### config.mk
export PLATFORM = sky130hd
export DESIGN_NAME = countdown_timer8
export DESIGN_NICKNAME = d
export VERILOG_FILES = /design/src/rtl/countdown_timer8.sv
export SDC_FILE = /design/constraint.sdc
export NUM_CORES = 1
export LEC_CHECK = 0
export ABC_AREA = 1
export CAP_MARGIN = 20
export CORE_MARGIN = 4
export CORE_UTILIZATION = 32
export CTS_CLUSTER_SIZE = 28
export DETAILED_ROUTE_END_ITERATION = 10
export SLEW_MARGIN = 20
export SYNTH_ARGS = -nofsm -noshare
export SYNTH_HDL_FRONTEND = slang
export SYNTH_SLANG_ARGS = --single-unit
### constraint.sdc
create_clock -name clk -period 2.8 [get_ports clk]
set_input_delay 0.42 -clock clk [delete_from_list [all_inputs] [get_ports clk]]
set_output_delay 0.42 -clock clk [all_outputs]
set_load 0.01 [all_outputs]
### src/rtl/countdown_timer8.sv
// -----------------------------------------------------------------------------
// countdown_timer8
//
// Purpose:
//   Synchronous loadable down-counter that is preset to a count and raises a
//   one-cycle terminal-count pulse once that many RUN clocks have elapsed.
//   It presents the same true/complement output pair as the free-running
//   up-counter, so it can sit at the same arithmetic-unit hookup points.
//
//   The state machine has three states:
//     IDLE - waiting for LOAD or START
//     RUN  - decrementing once per clock
//     HOLD - paused by STOP, resumed by START
//
//   Each edge is resolved in this priority order:
//     rst > load > stop > start > counting
//
// Build option:
//   TIMER_AUTORELOAD_EN - when defined and the last loaded value is non-zero,
//   the terminal edge reloads the counter from that value and stays in RUN.
//   This produces a periodic done pulse. When the macro is undefined, or the
//   last loaded value is zero, the terminal edge clears q and returns to IDLE.
//
// Ports:
//   clk   in   rising-edge clock for all state
//   rst   in   synchronous, active-high reset
//   load  in   preset request; q and the reload register take d
//   d     in   [WIDTH-1:0] preset value
//   start in   arm / resume counting
//   stop  in   pause counting
//   q     out  [WIDTH-1:0] current count (registered)
//   nq    out  [WIDTH-1:0] bitwise complement of q (registered alongside q)
//   busy  out  high while in RUN (registered)
//   done  out  one-cycle terminal-count pulse (registered)
// -----------------------------------------------------------------------------
module countdown_timer8 #(
  parameter int WIDTH = 8
) (
  input  logic             clk,
  input  logic             rst,
  input  logic             load,
  input  logic [WIDTH-1:0] d,
  input  logic             start,
  input  logic             stop,
  output logic [WIDTH-1:0] q,
  output logic [WIDTH-1:0] nq,
  output logic             busy,
  output logic             done
);

`ifdef TIMER_AUTORELOAD_EN
  localparam bit AUTORELOAD = 1'b1;
`else
  localparam bit AUTORELOAD = 1'b0;
`endif

  localparam logic [WIDTH-1:0] ZERO = {WIDTH{1'b0}};
  localparam logic [WIDTH-1:0] ONES = {WIDTH{1'b1}};
  localparam logic [WIDTH-1:0] ONE  = {{(WIDTH-1){1'b0}}, 1'b1};

  typedef enum logic [1:0] {
    IDLE = 2'b00,
    RUN  = 2'b01,
    HOLD = 2'b10
  } state_t;

  state_t           state_r;
  logic [WIDTH-1:0] q_r;
  logic [WIDTH-1:0] nq_r;
  logic [WIDTH-1:0] rld_r;
  logic             busy_r;
  logic             done_r;
  logic             reload_en_s;

  // Decide whether the terminal edge reloads the counter.
  // A zero reload value behaves exactly like the non-reloading build.
  assign reload_en_s = AUTORELOAD && (rld_r != ZERO);

  // Control FSM together with the count, complement, busy and done registers.
  // nq_r is written next to every q_r update, so nq is always ~q.
  always_ff @(posedge clk) begin
    if (rst) begin
      state_r <= IDLE;
      q_r     <= ZERO;
      nq_r    <= ONES;
      rld_r   <= ZERO;
      busy_r  <= 1'b0;
      done_r  <= 1'b0;
    end else if (load) begin
      // LOAD wins over START/STOP and cancels any pending terminal pulse.
      state_r <= IDLE;
      q_r     <= d;
      nq_r    <= ~d;
      rld_r   <= d;
      busy_r  <= 1'b0;
      done_r  <= 1'b0;
    end else begin
      done_r <= 1'b0;
      case (state_r)
        IDLE, HOLD: begin
          if (stop) begin
            // STOP outside RUN does nothing, and it also masks START.
            state_r <= state_r;
          end else if (start) begin
            if (q_r != ZERO) begin
              state_r <= RUN;
              busy_r  <= 1'b1;
            end else begin
              // Starting from zero: report completion immediately.
              state_r <= IDLE;
              busy_r  <= 1'b0;
              done_r  <= 1'b1;
            end
          end else begin
            state_r <= state_r;
          end
        end

        RUN: begin
          if (stop) begin
            state_r <= HOLD;
            busy_r  <= 1'b0;
          end else if (q_r > ONE) begin
            q_r  <= q_r - ONE;
            nq_r <= ~(q_r - ONE);
          end else if (q_r == ONE) begin
            // Terminal edge: the count of 1 is consumed on this edge.
            done_r <= 1'b1;
            if (reload_en_s) begin
              q_r  <= rld_r;
              nq_r <= ~rld_r;
            end else begin
              q_r     <= ZERO;
              nq_r    <= ONES;
              state_r <= IDLE;
              busy_r  <= 1'b0;
            end
          end else begin
            // q_r is zero in RUN; this is unreachable in normal
            // operation. Park in IDLE rather than wrap the count.
            state_r <= IDLE;
            busy_r  <= 1'b0;
          end
        end

        default: begin
          state_r <= IDLE;
          busy_r  <= 1'b0;
        end
      endcase
    end
  end

  assign q    = q_r;
  assign nq   = nq_r;
  assign busy = busy_r;
  assign done = done_r;

endmodule

==> metrics.yaml <==
cts.clk_slew.worst_paths_ps: 120
run_status: "complete, no violations"
worst_ep_arrival_time_ps: 2020
start_util: 0.3370
detailedRoute.firstIterationViolations: 30
postSynthCellCount: 157
final_net_count: 204
ir_drop_worst_case_vdd_mv: 0.3210
gp_congestion: 0.8515
fp.dieH_um: 64.94
die_width_um: 64.94
io-pin-count: 31
maxSlewViolCount: 0
power_mw: 0.6690
postCtsSetupRepairBufs: 0
hold_class: "flop to flop"
antenna_found_initial: 0
rows: 20
finalHoldViolations: 0
layout-area-overhead-vs-synth_pct: 35.10
worst_slew_margin_rel: 0.7089
crit_path_max_fanout: 7
tightestPinTransition_ps: 436.1
final.setup_skew_ps: 3.631
die-area_um2: 4217
drt-wirelength-per-cell_um: 11.02
io_buffer_count: 30
grt_setup_unrepaired: "no"
hpwl_mm: 2.043
dp.cells: 228
synth.net_count: 172
numCtsBuffers: 3
cpMaxStageDelayCell: "sky130_fd_sc_hd__dfxtp_1"
timing.critical_path.from_type: "flop"
yosysWarnings: 0
timing.fmax_mhz: 563.8
setup_tns_ps: 0
proportion_of_layout_cells_with_a_drive_suffix_above_1: 0.07979
drt_wl_total_mm: 2.557
dr_total_vias: 1038
timing.critical_path.to_type: "flop"
clock_tree_root_driver_cell: "sky130_fd_sc_hd__clkbuf_4"
clk-insertion-delay-late_ps: 300
post_layout_nonfiller_instances: 232
cts_max_path_buffers: 2
ys_types: 23
grt.overflow.total: 0
clock_tree_from_tritoncts: "yes"
ff2ff_setup_slack_ps: 1030
avgViaCountPerCell: 4.474
part_of_the_yosys_area_used_for_sequential_elements: 0.3667
final.period_utilization: 0.6335
cellPowerDensity_nw_per_um2: 477.4
cts_resized: 0
drt-pass1-iter-count: 4
max_cap_viol_count: 0
n_antenna_cell: 0
worstSetupPathType: "flop to flop"
timing.final.crit_period_ps: 1774
cts.sink_count: 19
holdBufCountCts: 0
core_area_um2: 3078
route.detailed.drc: 0
post_route_worst_hold_slack_ps: 490.5
global_route_wire_length_before_repair_mm: 4.367
synthesis.area_per_instance_um2: 6.607
cts-htree-levels: 1
grt_max_degree: 17
grt_util_all_layers: 0.1328
n_fill_cell: 329
detail-route-antenna-nets: 0
final_setup_fails: 0
yosys_register_bits: 19
leakagePower_nw: 0.6248
cpPeakStageDelay_ps: 400
vias_in_the_first_global_route: 990
synth_area_um2: 1037
path_cells: "inv_1 > ha_1 > nand2_2 > a21oi_1 > nor2_1 > nand2_1 > nand3_1 > nand2_1 > nor2_1"
critical_path_required_ps: 3040
[flip-flops by register name, indices dropped and copies added (netlist names)]
| register | cells |
|---|---|
| busy | 1 |
| nq | 8 |
| q | 8 |
| done | 1 |
| state_r | 1 |
[cells in the mapped netlist]
library cell               count  area, um^2
sky130_fd_sc_hd__nand2_1      51       191.4
sky130_fd_sc_hd__nand3_1      21       105.1
sky130_fd_sc_hd__nor2_1       21       78.83
sky130_fd_sc_hd__dfxtp_1      19       380.4
sky130_fd_sc_hd__inv_1        15       56.30
sky130_fd_sc_hd__a21oi_1       5       25.02
sky130_fd_sc_hd__nand2_2       3       18.77
sky130_fd_sc_hd__o21ai_0       3       15.01
sky130_fd_sc_hd__buf_2         2       10.01
sky130_fd_sc_hd__ha_1          2       25.02
sky130_fd_sc_hd__nand2_4       2       22.52
sky130_fd_sc_hd__or2_2         2       12.51
sky130_fd_sc_hd__a221oi_1      1       8.760
sky130_fd_sc_hd__buf_6         1       11.26
sky130_fd_sc_hd__clkinv_4      1       8.760
sky130_fd_sc_hd__nand3_2       1       10.01
sky130_fd_sc_hd__nand4_1       1       6.260
sky130_fd_sc_hd__nor2_4        1       11.26
sky130_fd_sc_hd__nor3_1        1       5.000
sky130_fd_sc_hd__nor3_2        1       10.01
sky130_fd_sc_hd__o211ai_1      1       7.510
sky130_fd_sc_hd__xnor2_1       1       8.760
sky130_fd_sc_hd__xor2_1        1       8.760
[path summary, 6_finish.rpt]
check / from / endpoint / depth (start not counted)
min reg2reg: nq[7] / nq[7] / 2
max reg2reg: q[0] / q[0] / 9
min: nq[7] / nq[7] / 2
max: q[0] / q[0] / 9
[per-stage QoR]
step	instance area, um^2	setup WS, ps	util
after global placement	1371	916.5	0.4455
after CTS	1401	1016	0.4553
after global routing	1401	789.0	0.4553
after floorplan	1037	1241	-
after detailed placement	1371	869.6	0.4455
final	1401	1026	0.4553
[where the power goes]
group | switching [mW] | total [mW] | leakage (nW) | internal (mW)
Combinational | 0.115 | 0.212 | 0.454 | 0.0971
Sequential | 0.0199 | 0.311 | 0.157 | 0.292
Clock | 0.0909 | 0.145 | 0.0139 | 0.0544
Total | 0.226 | 0.669 | 0.625 | 0.443
[layout by cell type, fill, tap and decap left out]
cell	Yosys	layout
sky130_fd_sc_hd__a21oi_1	5	5
sky130_fd_sc_hd__a221oi_1	1	1
sky130_fd_sc_hd__clkbuf_4	0	3
sky130_fd_sc_hd__clkdlybuf4s50_1	0	30
sky130_fd_sc_hd__clkinv_4	1	1
sky130_fd_sc_hd__clkinvlp_4	0	1
sky130_fd_sc_hd__dfxtp_1	19	19
sky130_fd_sc_hd__ha_1	2	2
sky130_fd_sc_hd__inv_1	15	15
sky130_fd_sc_hd__nand2_1	51	51
sky130_fd_sc_hd__nand2_2	3	3
sky130_fd_sc_hd__nand2_4	2	2
sky130_fd_sc_hd__nand3_1	21	21
sky130_fd_sc_hd__nand3_2	1	1
sky130_fd_sc_hd__nand4_1	1	1
sky130_fd_sc_hd__nor2_1	21	21
sky130_fd_sc_hd__nor2_4	1	1
sky130_fd_sc_hd__nor3_1	1	1
sky130_fd_sc_hd__nor3_2	1	1
sky130_fd_sc_hd__o211ai_1	1	1
sky130_fd_sc_hd__o21ai_0	3	3
sky130_fd_sc_hd__or2_2	2	2
sky130_fd_sc_hd__xnor2_1	1	1
sky130_fd_sc_hd__xor2_1	1	1
[area by class of cell]
type | count | area (um^2) | share of cell area
inverter | 16 | 65.06 | 0.04643
sequential | 19 | 380.4 | 0.2714
tap | 44 | 55.05 | 0.03929
multi-input combinational | 119 | 570.5 | 0.4071
timing repair buffer | 30 | 300.3 | 0.2143
clock buffer | 3 | 22.52 | 0.01607
clock inverter | 1 | 7.507 | 0.005357
[kinds of logic (layout without fill, tap and decap cells)]
group / Yosys count / after routing / synth area share
compound gates: 10 / 10 / 0.05428
xor+xnor: 2 / 2 / 0.01689
fa+ha+maj: 2 / 2 / 0.02412
buf+inv: 19 / 50 / 0.08323
flops: 19 / 19 / 0.3667
simple gates: 105 / 105 / 0.4548
[critical path, delay by kind of cell, from the launching register on]
kind	cells	cell delay (ps)
compound gates	1	90
flops	1	400
buf+inv	1	110
simple gates	6	860
fa+ha+maj	1	240
[metal layers]
metal  share of wire  vias to the layer above  global-route usage
met4          0.0074                        0             0.03166
met2            0.46                       22              0.2107
li1                -                      559                   -
met5               0                        -                   0
met1            0.47                      455              0.1638
met3           0.065                        2             0.05893
No activity file was read; power rests on OpenSTA's default activity.
